File: config.mk
export PLATFORM = sky130hd
export DESIGN_NAME = beep_scheduler
export DESIGN_NICKNAME = d
export VERILOG_FILES = /design/src/rtl/beep_scheduler.sv
export SDC_FILE = /design/constraint.sdc
export NUM_CORES = 1
export LEC_CHECK = 0
export CAP_MARGIN = 30
export CORE_UTILIZATION = 30
export DETAILED_ROUTE_END_ITERATION = 16
export DONT_BUFFER_PORTS = 1
export PLACE_DENSITY_LB_ADDON = 0.2
export SLEW_MARGIN = 40
export SYNTH_ARGS = -nofsm -noshare
export SYNTH_HDL_FRONTEND = slang
export SYNTH_SLANG_ARGS = --single-unit
File: constraint.sdc
create_clock -name clk -period 2.9 [get_ports clk]
set_input_delay 0.145 -clock clk [delete_from_list [all_inputs] [get_ports clk]]
set_output_delay 0.145 -clock clk [all_outputs]
set_load 0.02 [all_outputs]
File: src/rtl/beep_scheduler.sv
// Purpose : four-source prioritised beep pattern player driving a tone generator.
// Latency : request pulse -> pending next edge -> LOAD -> tone valid on first PLAY cycle.
// Backpr. : none; requests for an already-pending source are absorbed, stop aborts all.
//
// Ports:
//   clk, rst       rising-edge clock, asynchronous active-low reset
//   req[3:0]       one-cycle request pulses, bit 3 highest priority
//   stop           synchronous abort of the current pattern and all pending requests
//   tone_period    full tone period in clk cycles (0 = silence)
//   tone_en        high while a non-rest note plays
//   grant[3:0]     one-hot source currently owning the player (0 when idle)
//   busy           high in any state except IDLE
//   done           one-cycle pulse when a pattern's last step ends
//
// Optional feature: define BEEP_SCHEDULER_PREEMPT_EN to let a higher-priority
// pending request abort the running pattern at a tick boundary.
module beep_scheduler #(
    parameter int TICK_MAX  = 499_999,
    parameter int GAP_TICKS = 2
) (
    input  logic        clk,
    input  logic        rst,
    input  logic [3:0]  req,
    input  logic        stop,
    output logic [17:0] tone_period,
    output logic        tone_en,
    output logic [3:0]  grant,
    output logic        busy,
    output logic        done
);

    localparam logic [17:0] P_DO   = 18'd190840;
    localparam logic [17:0] P_RE   = 18'd170068;
    localparam logic [17:0] P_MI   = 18'd151515;
    localparam logic [17:0] P_FA   = 18'd143266;
    localparam logic [17:0] P_SO   = 18'd127551;
    localparam logic [17:0] P_LA   = 18'd113636;
    localparam logic [17:0] P_XI   = 18'd101214;
    localparam logic [17:0] P_REST = 18'd0;

    localparam logic [24:0] TICK_LAST = 25'(TICK_MAX);
    localparam logic [5:0]  GAP_LAST  = (GAP_TICKS > 0) ? 6'(GAP_TICKS - 1) : 6'd0;

    typedef enum logic [1:0] {IDLE, LOAD, PLAY, GAP} state_t;

    state_t      r_state;
    logic [3:0]  r_pending;
    logic [2:0]  r_step;
    logic [24:0] r_tick_cnt;
    logic [5:0]  r_dur_cnt;     // ticks elapsed in the step, or in the gap
    logic [5:0]  r_dur;
    logic [17:0] r_tone_period;
    logic        r_tone_en;
    logic [3:0]  r_grant;
    logic        r_busy;
    logic        r_done;

    logic [3:0]  w_top;
    logic [3:0]  w_clr;
    logic [17:0] w_rom_period;
    logic [5:0]  w_rom_dur;
    logic        w_rom_last;
    logic        w_tick_end;
    logic        w_step_end;
    logic        w_gap_end;

    // Highest-priority pending source, one-hot.
    always_comb begin
        w_top = 4'b0000;
        if (r_pending[3])      w_top = 4'b1000;
        else if (r_pending[2]) w_top = 4'b0100;
        else if (r_pending[1]) w_top = 4'b0010;
        else if (r_pending[0]) w_top = 4'b0001;
    end

    // Pattern ROM indexed by the granted source and step index.
    always_comb begin
        w_rom_period = P_REST;
        w_rom_dur    = 6'd1;
        w_rom_last   = 1'b1;
        case (r_grant)
            4'b0001: begin
                w_rom_period = P_MI;
                w_rom_dur    = 6'd5;
            end
            4'b0010: begin
                w_rom_dur  = 6'd20;
                w_rom_last = (r_step == 3'd2);
                case (r_step)
                    3'd0:    w_rom_period = P_DO;
                    3'd1:    w_rom_period = P_MI;
                    default: w_rom_period = P_SO;
                endcase
            end
            4'b0100: begin
                w_rom_dur    = 6'd10;
                w_rom_last   = (r_step == 3'd3);
                w_rom_period = r_step[0] ? P_REST : P_LA;
            end
            4'b1000: begin
                w_rom_dur  = 6'd50;
                w_rom_last = (r_step == 3'd6);
                case (r_step)
                    3'd0:    w_rom_period = P_DO;
                    3'd1:    w_rom_period = P_RE;
                    3'd2:    w_rom_period = P_MI;
                    3'd3:    w_rom_period = P_FA;
                    3'd4:    w_rom_period = P_SO;
                    3'd5:    w_rom_period = P_LA;
                    default: w_rom_period = P_XI;
                endcase
            end
            default: ;
        endcase
    end

    assign w_tick_end = (r_tick_cnt == TICK_LAST);
    assign w_step_end = w_tick_end && (r_dur_cnt == r_dur - 6'd1);
    assign w_gap_end  = (GAP_TICKS == 0) || (w_tick_end && (r_dur_cnt == GAP_LAST));

`ifdef BEEP_SCHEDULER_PREEMPT_EN
    logic [3:0] w_higher;
    logic       w_preempt;
    // Bits strictly above the one-hot grant: ~(grant | grant-1).
    assign w_higher  = r_pending & ~(r_grant | (r_grant - 4'd1));
    assign w_preempt = (r_state == PLAY) && w_tick_end && (|w_higher);
`endif

    // Pending bit consumed by a grant this cycle; a coincident req re-sets it.
    always_comb begin
        w_clr = 4'b0000;
        if (r_state == IDLE) w_clr = w_top;
`ifdef BEEP_SCHEDULER_PREEMPT_EN
        if (w_preempt) w_clr = w_top;
`endif
    end

    always_ff @(posedge clk or negedge rst) begin
        if (!rst) begin
            r_state       <= IDLE;
            r_pending     <= 4'b0000;
            r_step        <= 3'd0;
            r_tick_cnt    <= 25'd0;
            r_dur_cnt     <= 6'd0;
            r_dur         <= 6'd0;
            r_tone_period <= 18'd0;
            r_tone_en     <= 1'b0;
            r_grant       <= 4'b0000;
            r_busy        <= 1'b0;
            r_done        <= 1'b0;
        end else if (stop) begin
            // Abort wins over any req sampled in the same cycle.
            r_state       <= IDLE;
            r_pending     <= 4'b0000;
            r_step        <= 3'd0;
            r_tick_cnt    <= 25'd0;
            r_dur_cnt     <= 6'd0;
            r_tone_period <= 18'd0;
            r_tone_en     <= 1'b0;
            r_grant       <= 4'b0000;
            r_busy        <= 1'b0;
            r_done        <= 1'b0;
        end else begin
            r_done    <= 1'b0;
            r_pending <= (r_pending & ~w_clr) | req;
            case (r_state)
                IDLE: begin
                    if (|r_pending) begin
                        r_state <= LOAD;
                        r_grant <= w_top;
                        r_step  <= 3'd0;
                        r_busy  <= 1'b1;
                    end
                end
                LOAD: begin
                    r_tone_period <= w_rom_period;
                    r_tone_en     <= (w_rom_period != P_REST);
                    r_dur         <= w_rom_dur;
                    r_tick_cnt    <= 25'd0;
                    r_dur_cnt     <= 6'd0;
                    r_state       <= PLAY;
                end
                PLAY: begin
`ifdef BEEP_SCHEDULER_PREEMPT_EN
                    if (w_preempt) begin
                        r_grant <= w_top;
                        r_step  <= 3'd0;
                        r_state <= LOAD;
                    end else
`endif
                    if (w_step_end) begin
                        r_tick_cnt <= 25'd0;
                        r_dur_cnt  <= 6'd0;
                        if (!w_rom_last) begin
                            r_step  <= r_step + 3'd1;
                            r_state <= LOAD;
                        end else begin
                            r_done        <= 1'b1;
                            r_tone_period <= 18'd0;
                            r_tone_en     <= 1'b0;
                            r_state       <= GAP;
                        end
                    end else if (w_tick_end) begin
                        r_tick_cnt <= 25'd0;
                        r_dur_cnt  <= r_dur_cnt + 6'd1;
                    end else begin
                        r_tick_cnt <= r_tick_cnt + 25'd1;
                    end
                end
                GAP: begin
                    if (w_gap_end) begin
                        r_state    <= IDLE;
                        r_grant    <= 4'b0000;
                        r_busy     <= 1'b0;
                        r_tick_cnt <= 25'd0;
                        r_dur_cnt  <= 6'd0;
                    end else if (w_tick_end) begin
                        r_tick_cnt <= 25'd0;
                        r_dur_cnt  <= r_dur_cnt + 6'd1;
                    end else begin
                        r_tick_cnt <= r_tick_cnt + 25'd1;
                    end
                end
                default: r_state <= IDLE;
            endcase
        end
    end

    assign tone_period = r_tone_period;
    assign tone_en     = r_tone_en;
    assign grant       = r_grant;
    assign busy        = r_busy;
    assign done        = r_done;

endmodule
Word level (Yosys, flattened, before mapping)
Cells that the tools add are included.
{"block": "classes", "n_mux": 53, "n_eq_ne": 21, "add_sub_neg": 4, "bitwise_logic": 4, "reduce_logical": 15}
{"cell": "$pmux W18 S6", "n": 1}
{"cell": "$mux W25", "n": 4}
{"cell": "$pmux W25 S3", "n": 1}
{"cell": "$pmux W18 S2", "n": 2}
{"cell": "$pmux W18 S4", "n": 1}
{"cell": "$mux W18", "n": 3}
{"cell": "$add A25 B1 Y25 const B", "n": 1}
{"cell": "$eq A25 B19 Y1 const B", "n": 1}
{"cell": "$mux W4", "n": 6}
{"cell": "$mux W6", "n": 4}
{"cell": "$pmux W6 S4", "n": 1}
{"cell": "$pmux W6 S3", "n": 1}
{"cell": "$reduce_bool A18 Y1", "n": 1}
{"cell": "$mux W17", "n": 1}
{"cell": "$mux W3", "n": 5}
{"cell": "$mux W2", "n": 6}
{"cell": "$ne A3 B3 Y1 const B", "n": 4}
{"cell": "$mux W1", "n": 11}
{"cell": "$eq A3 B3 Y1 const B", "n": 3}
{"cell": "$reduce_and A3 Y1", "n": 3}
{"cell": "$reduce_bool A3 Y1", "n": 3}
{"cell": "$pmux W2 S4", "n": 1}
{"cell": "$pmux W4 S2", "n": 1}
{"cell": "$add A6 B1 Y6 const B", "n": 1}
{"cell": "other kinds (27)", "n": 31}
{"block": "totals", "register_bits": 71}

Longest topological paths before layout
{"block": "logic_depth", "ltp_word": 9, "mapped_depth": 10, "ltp_nobuf": 8}

Worst setup path after synthesis
Ideal clock, no wire load.
{"block": "synth_path", "kind": "reg-to-reg", "startpoint": "register r_dur[0]", "endpoint": "register r_tone_period[14], in the netlist tone_period[14]", "arrival_time_ns": 2.432, "setup_time_ns": 0.118, "n_path_buf": 2, "stages_incl_launch_ff": 10, "period_less_slack_ns": 2.550, "setup_slack_ns": 0.350, "path_cell_list": "dfrtp_1 -> inv_1 -> ha_1 -> xor3_1 -> a2111oi_4 -> o311ai_2 -> o41a_1 -> buf_6 -> buf_6 -> a21o_1"}
{"block": "synth_between", "elab_chain_cells": 5}
{"element": "start: declaration", "line_no": "51", "rtl": "logic [5:0] r_dur;"}
{"element": "start signal: assignment", "line_no": "178", "rtl": "r_dur <= w_rom_dur;"}
{"element": "$sub A6 B1 Y6", "line_no": "118", "rtl": "assign w_step_end = w_tick_end && (r_dur_cnt == r_dur - 6'd1);"}
{"element": "$eq A6 B6 Y1", "line_no": "118"}
{"element": "$logic_and A1 B1 Y1", "line_no": "118"}
{"element": "$ne A3 B3 Y1 (no source line)"}
{"element": "$reduce_and A3 Y1 (no source line)"}
{"element": "end signal: assignment", "line_no": "176", "rtl": "r_tone_period <= w_rom_period;"}
{"element": "end: declaration", "line_no": "52", "rtl": "logic [17:0] r_tone_period;"}
No other way between the ends.
A chain may end at the register's enable or synchronous reset.

Worst setup path in the final report
{"block": "layout_path", "startpoint": "register r_dur[0]", "endpoint": "register r_tone_period[17], in the netlist tone_period[17]"}
The elaborated chain is that of the path after synthesis.

==> out/metrics.csv <==
stage,metric,value,unit
drt,ant_nets,0,
floorplanning,initial_core_util,0.307,
pwr,power.internal,2.29,mW
synth,synth_commonest_cells,"dfrtp_1, nand2_1, o21ai_0",
floorplanning,die_w,121,um
floorplanning,placementRows,43,
critical_path,start_kind,flop,
sta,fin_tns_setup,0,ns
sta,finalSetupViolCount,0,
finish,final.fill_count,1464,
clock_tree,cts_buffers,9,
pwr,pwr-share-seq,0.359,
place,place.gp.congestion,0.855,
critical_path,cp.arrival,2.92,ns
synth,syn_avg_cell_area,8.67,um2
finish,drive_gt1_frac,0.0874,
hold_path,whs_path_depth,2,
hold_path,min_to,r_dur_cnt[1],
job,cap_violations,0,
sta,maxSlewHeadroom,0.461,
global_routing,overflow,0,
synth,synthFlopType,dfrtp_1,
drt,drt_iter0_drc,347,
synth,synthTopCellsByArea,"dfrtp_1, o21ai_0, nand2_1, a21oi_1, ha_1",
synth,netlist_area,4260,um2
critical_path,cp_slowest_stage_delay,0.66,ns
critical_path,worstSetupEndpointType,flop,
drt,via_per_inst,5.61,
floorplanning,fp.dieArea,14700,um2
critical_path,crit_cells,7,
clock_tree,cts_tree,built,
sta,worst_pin_slew,0.801,ns
finish,syn_to_final_growth,13.8,%
critical_path,crit_family,compound AO/OA/AOI/OAI gates,
sta,post-route-min-period,2.70,ns
global_routing,track_usage,0.163,
critical_path,path_cells,inv_1 > ha_1 > xor3_1 > a2111oi_4 > o311ai_2 > o41a_2 > a22o_1,
drt,drcViolationCount,0,
drt,wire_per_inst,16.4,um
global_routing,grt_max_degree,71,
synth,yosysTopAreaCellShare,0.412,
synth,synth_top_area_cell,dfrtp_1,
global_routing,antenna_found_initial,0,
pwr,pwr-share-clk,0.338,
critical_path,r2r_end,tone_period[17],
clock_tree,clk_pin_slew,0.06,ns
hold_path,hp-start,stop,
pwr,p_leak,1.98,nW
finish,regArea,1750,um2
critical_path,rr_startpoint,r_dur[0],
synth,syn_inst,491,
drt,dr_total_vias,3769,
pwr,p_sw_frac,0.355,
sta,hold_viol_final,0,
sta,fin_worst_skew,0.00466,ns
drt,dr.pass1.iters,5,
clock_tree,clock_path_buffers,2,
sta,slew_viol_final,0,
sta,finalCritPeriodShare,0.930,
pwr,ir_drop,0.360,mV
finish,antenna_cells,0,
floorplanning,coreArea,13900,um2
pwr,p_comb_frac,0.303,
floorplanning,die_h,121,um
synth,ys_warn_count,0,
critical_path,cp_slowest_cell,o41a_2,
pwr,power_density,733,nW/um2
finish,final_nets,503,
clock_tree,htreeDepth,3,
floorplanning,pin_count,32,
place,dp_hpwl,7740,um
clock_tree,insertion_delay,0.34,ns
sta,rsz0062_at_grt,no,
global_routing,grt_pass1_wl,18600,um
synth,synth_nets,507,
synth,ys_ff_latch,70,
clock_tree,post_cts_buffers,0,
synth,synth-seq-area-share,0.412,
pwr,switchingPower,1.26,mW
synth,synth_edf_count,0,
hold_path,hold_class,primary input to flop,
sta,clock.fmax,371,MHz
critical_path,criticalPathCategory,flop to flop,
synth,synthArstFlopShare,1.00,
clock_tree,root_buffer,clkbuf_16,
place,placed_area,4430,um2
critical_path,crit_required,3.13,ns
critical_path,worst-r2r-cell-count,7,
place,numPortBuffers,0,
clock_tree,cts.sinks,70,
finish,multi_input_area,2300,um2
synth,yosysMostFrequentCell,dfrtp_1,
global_routing,grt_pass1_vias,3519,
synth,synth_cell_type_count,63,
run_status,status,"finished, final reports clean",
critical_path,crit_fanout,18,
critical_path,critical_path_buf_inv_count,1,
finish,fin_area,4840,um2
drt,postRouteWirelength,11100,um
critical_path,r2r_slack,0.20,ns
routing by layer:
layer	GRT usage	vias to the layer above	share of wire
met4	0.0517	0	0.013
met3	0.0367	11	0.049
met1	0.239	1848	0.51
met2	0.233	96	0.43
li1	-	1814	-
met5	0	-	0
worst max path at each step:
stage | startpoint | to
2_1_floorplan | r_dur[0] | tone_period[14]
3_3_place_gp | r_dur[0] | tone_period[11]
3_5_place_dp | r_dur[0] | tone_period[11]
4_1_cts | r_dur[0] | tone_period[17]
5_1_grt | r_dur[0] | r_step[0]
6_report | r_dur[0] | tone_period[17]
repair_timing:
action                     CTS  global route
setup endpoints to repair    0            16
resized for setup            0             1
hold endpoints to repair    76             0
hold buffers                 7             0
layout make-up:
type,instances,share of cell area
clock buffer,10,0.0493
clock inverter,6,0.0176
inverter,12,0.00930
multi-input combinational,373,0.476
sequential,70,0.362
tap,180,0.0465
timing repair buffer,21,0.0398
registers in the layout, summed over array words and instances (netlist names):
name / flops
r_dur: 6
done: 1
r_step: 3
tone_en: 1
r_pending: 4
busy: 1
tone_period: 17
r_tick_cnt: 25
grant: 4
r_state: 2
r_dur_cnt: 6
power by group through the flow:
stage,registers [mW],clock network [mW],logic [mW]
3_5_place_dp,1.29,0,1.05
3_3_place_gp,1.29,0,1.05
4_1_cts,1.27,1.24,1.08
2_1_floorplan,1.23,0,0.831
5_1_grt,1.30,1.26,1.20
6_report,1.28,1.20,1.08
cell families after synthesis:
family	share of synthesized area
AO/OA/AOI/OAI	0.245
XOR/XNOR	0.0282
adder cells (fa/ha/maj)	0.0265
buffers and inverters	0.0485
flip-flops	0.412
multiplexers	0.00764
AND/OR/NAND/NOR	0.233
metrics by stage:
| step | hold WS, ns | utilization | worst slack, ns | power (mW) | std cells |
|---|---|---|---|---|---|
| final | 0.0262 | 0.349 | 0.203 | 3.55 | 672 |
| after global routing | 0.0216 | 0.349 | 0.00913 | 3.76 | 672 |
| after CTS | 0.0166 | 0.349 | 0.0910 | 3.59 | 672 |
| after detailed placement | -0.150 | 0.319 | 0.0969 | 2.34 | 649 |
| after global placement | -0.149 | 0.319 | 0.147 | 2.33 | 649 |
| after floorplan | -0.151 | - | 0.350 | 2.06 | 491 |
cell usage in the layout (no fill, tap or decap), types with 3 or more instances in the layout:
cell type	count
nor3_1	11
o41ai_1	5
nor2_1	29
o311ai_0	3
nor4_1	10
a21o_1	3
o21ai_0	46
a31oi_1	12
buf_4	14
xnor2_1	8
nor2b_1	16
o21ai_1	7
and2_1	6
nand2b_1	7
ha_1	9
and3_1	3
o31ai_1	13
dlygate4sd3_1	6
nand4_1	12
a22o_1	11
dfrtp_1	70
inv_1	11
and4_1	5
a21oi_1	27
xor2_1	3
nor4b_1	5
or3_1	3
clkbuf_16	9
nand3_1	17
a211oi_1	3
nand2_1	58
No activity file was read; power rests on OpenSTA's default activity.
